[config.mk]
export PLATFORM = sky130hd
export DESIGN_NAME = fetch
export DESIGN_NICKNAME = d
export VERILOG_FILES = /design/src/rtl/fetch_pkg.sv /design/src/rtl/fetch_target_sel.sv /design/src/rtl/fetch.sv
export SDC_FILE = /design/constraint.sdc
export NUM_CORES = 1
export LEC_CHECK = 0
export ABC_AREA = 1
export CAP_MARGIN = 20
export CELL_PAD_IN_SITES_DETAIL_PLACEMENT = 1
export CELL_PAD_IN_SITES_GLOBAL_PLACEMENT = 1
export CORE_UTILIZATION = 31
export CTS_CLUSTER_DIAMETER = 40
export DETAILED_ROUTE_END_ITERATION = 8
export GPL_ROUTABILITY_DRIVEN = 0
export GPL_TIMING_DRIVEN = 0
export PLACE_DENSITY = 0.81
export SKIP_LAST_GASP = 1
export SYNTH_ARGS = -nofsm -noshare
export SYNTH_HDL_FRONTEND = slang
export SYNTH_SLANG_ARGS = --single-unit
[constraint.sdc]
create_clock -name clock -period 1.3 [get_ports clock]
set_input_delay 0.26 -clock clock [delete_from_list [all_inputs] [get_ports clock]]
set_output_delay 0.26 -clock clock [all_outputs]
set_load 0.1 [all_outputs]
[src/rtl/fetch_pkg.sv]
// Shared processor definitions for the fetch/decode boundary: fetch FSM
// encoding, decode target-select codes, the NOP bubble and PC helpers.
package fetch_pkg;

   typedef enum logic [0:0] {
      ST_REQ  = 1'b0,   // instruction request outstanding
      ST_HOLD = 1'b1    // fetched word buffered while decode is stalled
   } fetch_state_e;

   localparam logic [1:0] SEL_PCIMD2EXT = 2'b00;
   localparam logic [1:0] SEL_PCINDEX   = 2'b01;
   localparam logic [1:0] SEL_REGA      = 2'b10;
   localparam logic [1:0] SEL_RESERVED  = 2'b11;

   localparam logic [31:0] NOP_INSTR = 32'h0000_0000;
   localparam logic [31:0] PC_STEP   = 32'h0000_0004;

   // Clear the byte-offset bits so every fetch address is word aligned.
   function automatic logic [31:0] word_align(input logic [31:0] addr);
      return addr & 32'hFFFF_FFFC;
   endfunction

endpackage

[src/rtl/fetch_target_sel.sv]
// Redirect target selection: picks the decode-supplied target for the
// requested control-flow kind and forces it onto a word boundary.
module fetch_target_sel
   import fetch_pkg::*;
(
   input  logic [1:0]  sel,
   input  logic [31:0] pcimd2ext,
   input  logic [31:0] pcindex,
   input  logic [31:0] rega,
   output logic [31:0] target
);

   logic [31:0] raw_s;

   // Select the target source; the reserved code behaves like a branch.
   always_comb begin
      raw_s = pcimd2ext;
      case (sel)
         SEL_PCIMD2EXT: raw_s = pcimd2ext;
         SEL_PCINDEX:   raw_s = pcindex;
         SEL_REGA:      raw_s = rega;
         SEL_RESERVED:  raw_s = pcimd2ext;
         default:       raw_s = pcimd2ext;
      endcase
   end

   assign target = word_align(raw_s);

endmodule

[src/rtl/fetch.sv]
// Instruction fetch stage: issues word requests to the memory controller,
// delivers registered instructions to decode, buffers one word while decode
// is stalled and applies delayed (delay-slot) redirects from decode.
module fetch
   import fetch_pkg::*;
#(
   parameter logic [31:0] RESET_PC = 32'h0000_0000
) (
   input  logic        clock,
   input  logic        reset,
   input  logic        fw_if_id_stall,
   input  logic        id_if_selfontepc,
   input  logic [1:0]  id_if_seltipopc,
   input  logic [31:0] id_if_pcimd2ext,
   input  logic [31:0] id_if_pcindex,
   input  logic [31:0] id_if_rega,
   output logic        if_mc_en,
   output logic [31:0] if_mc_addr,
   input  logic [31:0] mc_if_data,
   input  logic        mc_if_ready,
   output logic [31:0] if_id_instrucao,
   output logic [31:0] if_id_proximopc
);

   fetch_state_e state_r;
   fetch_state_e state_next_s;

   logic [31:0] pc_r;
   logic [31:0] pc_plus4_s;
   logic [31:0] next_pc_s;
   logic [31:0] target_s;
   logic        redirect_acc_s;
   logic        req_done_s;

   logic        pend_valid_r;
   logic [31:0] pend_target_r;

   logic [31:0] buf_instr_r;
   logic [31:0] buf_pc4_r;

   logic [31:0] instr_r;
   logic [31:0] pc4_r;

   logic        mc_en_s;

   fetch_target_sel u_target_sel (
      .sel       (id_if_seltipopc),
      .pcimd2ext (id_if_pcimd2ext),
      .pcindex   (id_if_pcindex),
      .rega      (id_if_rega),
      .target    (target_s)
   );

   assign pc_plus4_s     = pc_r + PC_STEP;
   assign redirect_acc_s = id_if_selfontepc & ~fw_if_id_stall;
   assign req_done_s     = (state_r == ST_REQ) & mc_if_ready;

   // Fetch FSM state register.
   always_ff @(posedge clock) begin
      if (reset) begin
         state_r <= ST_REQ;
      end else begin
         state_r <= state_next_s;
      end
   end

   // Fetch FSM next state: park in HOLD when a word lands during a stall.
   always_comb begin
      state_next_s = state_r;
      case (state_r)
         ST_REQ: begin
            if (mc_if_ready && fw_if_id_stall) begin
               state_next_s = ST_HOLD;
            end else begin
               state_next_s = ST_REQ;
            end
         end
         ST_HOLD: begin
            if (!fw_if_id_stall) begin
               state_next_s = ST_REQ;
            end else begin
               state_next_s = ST_HOLD;
            end
         end
         default: state_next_s = ST_REQ;
      endcase
   end

   // Fetch FSM outputs: request only in REQ and never during a reset cycle.
   always_comb begin
      mc_en_s = 1'b0;
      case (state_r)
         ST_REQ: begin
            if (reset) begin
               mc_en_s = 1'b0;
            end else begin
               mc_en_s = 1'b1;
            end
         end
         ST_HOLD: mc_en_s = 1'b0;
         default: mc_en_s = 1'b0;
      endcase
   end

   // Next fetch address: a redirect seen this cycle bypasses the pending one.
   always_comb begin
      next_pc_s = pc_plus4_s;
      if (redirect_acc_s) begin
         next_pc_s = target_s;
      end else if (pend_valid_r) begin
         next_pc_s = pend_target_r;
      end else begin
         next_pc_s = pc_plus4_s;
      end
   end

   // PC advances only when a request completes; otherwise redirects wait.
   always_ff @(posedge clock) begin
      if (reset) begin
         pc_r          <= RESET_PC;
         pend_valid_r  <= 1'b0;
         pend_target_r <= 32'h0000_0000;
      end else if (req_done_s) begin
         pc_r         <= next_pc_s;
         pend_valid_r <= 1'b0;
      end else if (redirect_acc_s) begin
         pend_valid_r  <= 1'b1;
         pend_target_r <= target_s;
      end
   end

   // IF/ID register and stall buffer.
   always_ff @(posedge clock) begin
      if (reset) begin
         instr_r     <= NOP_INSTR;
         pc4_r       <= 32'h0000_0000;
         buf_instr_r <= 32'h0000_0000;
         buf_pc4_r   <= 32'h0000_0000;
      end else begin
         case (state_r)
            ST_REQ: begin
               if (mc_if_ready) begin
                  if (fw_if_id_stall) begin
                     buf_instr_r <= mc_if_data;
                     buf_pc4_r   <= pc_plus4_s;
                  end else begin
                     instr_r <= mc_if_data;
                     pc4_r   <= pc_plus4_s;
                  end
               end else if (!fw_if_id_stall) begin
                  instr_r <= NOP_INSTR;
                  pc4_r   <= 32'h0000_0000;
               end
            end
            ST_HOLD: begin
               if (!fw_if_id_stall) begin
                  instr_r <= buf_instr_r;
                  pc4_r   <= buf_pc4_r;
               end
            end
            default: begin
               instr_r <= NOP_INSTR;
               pc4_r   <= 32'h0000_0000;
            end
         endcase
      end
   end

   assign if_mc_en        = mc_en_s;
   assign if_mc_addr      = pc_r;
   assign if_id_instrucao = instr_r;
   assign if_id_proximopc = pc4_r;

endmodule
# [Word-level counts from Yosys, hierarchy flattened]
# Cells that the tools add are included.
[totals] register_bits=192 input_bits=135
[op_classes] mux=17 n_eq_ne=5 n_addsub=1 reduce_logical=7 bitwise_logic=5
[ops] operator="$mux W32" n=9
[ops] operator="$pmux W32 S2" n=2
[ops] operator="$pmux W32 S3" n=1
[ops] operator="$add A32 B3 Y32 const B" n=1
[ops] operator="$eq A2 B2 Y1 const B" n=2
[ops] operator="$ne A2 B2 Y1 const B" n=2
[ops] operator="$pmux W1 S2" n=2
[ops] operator="$reduce_and A2 Y1" n=2
[ops] operator="$reduce_or A2 Y1" n=2
[ops] operator="$mux W1" n=3
[ops] operator="$not A1 Y1" n=3
[ops] operator="$reduce_and A3 Y1" n=1
[ops] operator="$and A1 B1 Y1" n=2
[ops] operator="$eq A2 B1 Y1 const B" n=1
[ops] operator="$logic_not A2 Y1" n=1
[ops] operator="$logic_and A1 B1 Y1" n=1

# [Logic depth before layout (Yosys ltp)]
[logic_depth] depth_word=4 ltp_mapped=10 ltp_nobuf=10

# [Cells and area by module]
# A second synthesis with hierarchy kept.
[unflattened] cells_unflattened=1397 hier_area_um2=9351.5
[by_module_without_submodules] mod="fetch" area_each_um2=8504.4 n_inst=1 seq_area_each_um2=3883.7 cells_per_inst=1197
[by_module_without_submodules] mod="fetch_target_sel" area_each_um2=847.1 n_inst=1 seq_area_each_um2=0.0 cells_per_inst=200

# [Least setup slack after synthesis]
# No wires, ideal clock.
[synth_timing] path_type="reg-to-reg" startpoint="register pc_r[2] (netlist: if_mc_addr[2])" endpoint="register buf_pc4_r[26]" arrival_time_ns=2.205 path_slack_ns=-1.018 stages_incl_launch_ff=11 cell_sequence="dfxtp_1 > ha_1 > nand2_2 > nor2_8 > nand2_4 > nor2_4 > nand2_1 > nand2_1 > nand2_1 > o21ai_1 > inv_1"
[synth_via] elab_chain_cells=1
[synth_lines] item="from (decl)" line_no="fetch.sv:28" source="logic [31:0] pc_r;"
[synth_lines] item="from (signal assigned)" line_no="fetch.sv:124" source="pc_r <= next_pc_s;"
[synth_lines] item="$add A32 B3 Y32" line_no="fetch.sv:54" source="assign pc_plus4_s = pc_r + PC_STEP;"
[synth_lines] item="to (signal assigned)" line_no="fetch.sv:145" source="buf_pc4_r <= pc_plus4_s;"
[synth_lines] item="to (decl)" line_no="fetch.sv:39" source="logic [31:0] buf_pc4_r;"
# Every way passes these cells.
# A chain may end at the register's enable or synchronous reset.

# [Final worst setup path]
[layout_timing] startpoint="register pc_r[25] (netlist: if_mc_addr[25])" endpoint="register buf_pc4_r[31]"
# The elaborated chain is that of the path after synthesis.

==> impl_results.md <==
* Violated checks: setup timing
* Proportion of layout cells with a drive suffix above 1 at 0.4674
* Cell Rows at 62
* Startpoint of the worst setup timing path: if_mc_addr[25]
* Total power draw at 18,670 uW
* Critical Path AT at 2.33 ns
* Net Switching at 7109 uW
* Unrepaired setup endpoints after global routing: true
* Dominant combinational cell family by area after synthesis: compound AO/OA/AOI/OAI gates
* Post-synthesis mux area share at 0
* Horiz. Die Dim at 174.6 um
* Min Clock Period, post-route at 1.979 ns
* Total CTS buffers at 17
* DRC violations left at 0
* Die Span Y at 174.6 um
* Initial core utilization at 0.3184
* Complex-gate fraction of the synthesized area at 0.2565
* Buffers plus inverters on the worst setup path at 1
* Required @ worst endpoint at 1.65 ns
* Termination of the worst setup path: buf_pc4_r[31]
* Final Routed Wirelength at 55.52 mm
* Met3 usage in global routing at 0.05070
* Via Count at 12,118
* Library cell with the highest instance count after synthesis: nand2_1
* HPWL after detailed placement at 27.05 mm
* Chain of cells forming the critical path: nand2_1, nor2_2, nand2_1, nor2_4, nand2_2, nand2_4, nand2_4, o21ai_2, inv_1
* Number of antenna violations at the first check in global routing at 0
* Relative contribution of the clock network to total power at 0.315
* Fraction of the yosys area taken by sequential cells at 0.4031
* Cell types with the largest area share after synthesis: dfxtp_1 (40%), nand2_1 (13%), a21oi_1 (11%), o21ai_0 (11%), inv_1 (3.7%)
* Core region area at 29,010 um^2
* Proportion of synthesized flip-flops having asynchronous set or reset at 0
* Vias in the first global route at 11,846
* CTS tree: yes
* First-pass GRT wire length at 65.84 mm
* Total number of H-tree levels at 4
* Yosys top cell by area: dfxtp_1
* Insertion delay to the later sink of the worst-skew pair at 0.47 ns
* Number of top-level pins at 232
* Synth Cell Area at 9238 um^2
* Slew of the pin with the lowest slew margin at 0.8966 ns
* Kind of critical path: flip-flop to flip-flop
* Cell depth of the worst flop-to-flop path at 9
* Maximum capacitance violations at 0
* Number of buffers on the longest clock path at 2
* Crit path capture type: flip-flop
* Root buffer cell: clkbuf_16
* Placed cells at 1,958
* Total global-route track usage at 0.2773
* Setup Viol. Count Final at 232
* Top cell type's share of synthesized area at 0.4031
* Area enclosed by the die boundary at 30,490 um^2
* Peak supply drop at 1.110 mV
* Largest delay share family, worst path: simple AND/OR/NAND/NOR gates
* Final global-route overflow total at 0
* Worst min-delay path class: input port to flip-flop
* Clock slew seen by the registers of the worst setup and hold paths at 0.08 ns
* Pleak at 0.007160 uW
* Maximum number of pins on one net before global-route repair at 17
* # port buffers at 220
* Post-synthesis area per instance at 6.838 um^2
* Fraction of power spent switching nets at 0.3807
* Post-synthesis register bit count at 186
* Met2 usage in global routing at 0.4879
* Slack of the worst reg-to-reg path at -0.68 ns
* Final hold violation count at 0
* Clock tree skew after final layout at 0.01345 ns
* Max Freq at 505.4 MHz
* GRT busiest layer: met2
* Final std cells w/o fill at 2,119
* Synthesized-area fraction occupied by adder cells at 0.004063
* Fin crit share at 1.522
* Number of antenna repair diodes at 0
* Seq pwr share at 0.349
* R2R Path End: buf_pc4_r[31]
* Slew headroom at 0.4022
* Highest-delay cell along the critical path: dfxtp_4
* Startpoint of the worst-slack reg-to-reg timing path: if_mc_addr[25]
* Maximum cell stage delay along the critical path at 0.41 ns
* Area growth from synthesis to final layout at 85.28%
* Length of the first detailed-routing pass in iterations at 5
* Total of warnings raised by yosys at 0
* Number of hold buffers added after CTS at 0
* Top cells by count, synth: nand2_1 (317), a21oi_1 (209), o21ai_0 (203)
* Fraction of the mapped netlist area in simple logic gates at 0.2378
* Status: finished with violations
* Fin. max-slew vios at 0
* Via count normalized by instance count at 5.719
* Startpoint Class: flip-flop
* Power density over the cells at 1091 nW/um^2
* Routed wire per std cell at 26.20 um
* Primary FF master, synth: dfxtp_1
* Maximum fanout count along the critical path at 5
* Sink Count at 186
* Number of different library cells in the post-synthesis netlist at 36
* Final antenna-violating net count at 0
* Worst setup slack after layout at -0.6787 ns
* Post-Syn Instances at 1,351
* Post-synth EDFFs at 0
* Fraction of met1 tracks used by global routing at 0.3243
* Parity-gate share of the synthesized area counting xor and xnor cells at 0.006637
* Logic pwr share at 0.336
* Initial detailed-routing violation count at 1,102
* Net count of the finished layout at 1,860
* Number of cells on the critical path at 9
* Cell Int Power at 11,570 uW
registers in the layout (all words and copies together), names as in the netlist:
register         flops
buf_instr_r         32
if_mc_addr          30
if_id_instrucao     32
pend_target_r       30
state_r              1
pend_valid_r         1
buf_pc4_r           30
if_id_proximopc     30
tightest hold or removal path, delay by kind of cell:
kind            cells  cell delay (ns)
buf+inv             1             0.20
compound gates      2             0.21
final cells by class:
cell class	instances	area, um^2
clock inverters	12	161.4
flip-flops and latches	186	3909
multi-input cells	972	6451
clock buffers	20	446.7
inverters	97	376.6
well taps	384	480.5
fillers	3245	11900
repair buffers	357	4526
plain buffers	91	764.5
kinds of logic (layout without fill, tap and decap cells):
kind of cell,after synthesis,count (layout)
AND/OR/NAND/NOR,499,499
AO/OA/AOI/OAI,459,459
other,1,4
flip-flops,186,186
buffers and inverters,196,577
adder cells (fa/ha/maj),3,3
XOR/XNOR,7,7
worst min-delay path by stage:
stage | start | end | slack, ns | cells after the start
2_1_floorplan | mc_if_data[0] | if_id_instrucao[0] | 0.39 | 2
3_3_place_gp | buf_instr_r[2] | buf_instr_r[2] | 0.45 | 2
3_5_place_dp | buf_instr_r[1] | buf_instr_r[1] | 0.46 | 2
4_1_cts | fw_if_id_stall | if_id_instrucao[31] | 0.22 | 3
5_1_grt | fw_if_id_stall | if_id_instrucao[31] | 0.25 | 3
6_report | fw_if_id_stall | if_id_instrucao[31] | 0.24 | 3
stage by stage:
step / hold slack [ns] / setup WS, ns / utilization / cell area [um^2] / setup TNS [ns]
6_report: 0.2439 / -0.6787 / 0.5899 / 17120 / -61.73
5_1_grt: 0.2459 / -0.6982 / 0.5899 / 17120 / -69.05
4_1_cts: 0.2225 / -0.3027 / 0.5153 / 14950 / -35.77
3_5_place_dp: 0.4580 / -1.443 / 0.4197 / 12180 / -210.76
3_3_place_gp: 0.4482 / -1.422 / 0.4197 / 12180 / -205.33
2_1_floorplan: 0.3945 / -0.3364 / - / 9493 / -15.80
power by group through the flow:
stage          registers [uW]  clock network (uW)  logic, uW
3_3_place_gp             6490                   0       4080
3_5_place_dp             6510                   0       4150
4_1_cts                  6400                5640       5100
5_1_grt                  6540                6040       6450
6_report                 6520                5890       6270
2_1_floorplan            7840                   0       1380
what timing repair did:
item / in CTS / in global routing
gates cloned: 11 / 9
pin swaps: 40 / 120
resized for setup: 996 / 526
setup buffers: 71 / 59
setup endpoints to repair: 278 / 242
metal layers:
layer  vias up  part of all wire  routed length, um
li1       5215                 -                  -
met4         0             0.066               3671
met1      5889              0.36              20230
met5         -                 0                  0
met2       747              0.49              27140
met3       267             0.081               4481
placed cells by master (no fill, tap or decap), types with 77 or more instances in the layout:
master and count:
nand2_2 82, a21oi_2 101, nand2_4 77, clkdlybuf4s50_1 124, buf_6 88, dfxtp_1 100
inv_1 88, a21oi_1 113, nand2_1 168, o21ai_0 151, buf_12 80
Note: power is estimated with default switching activity, not from simulation.
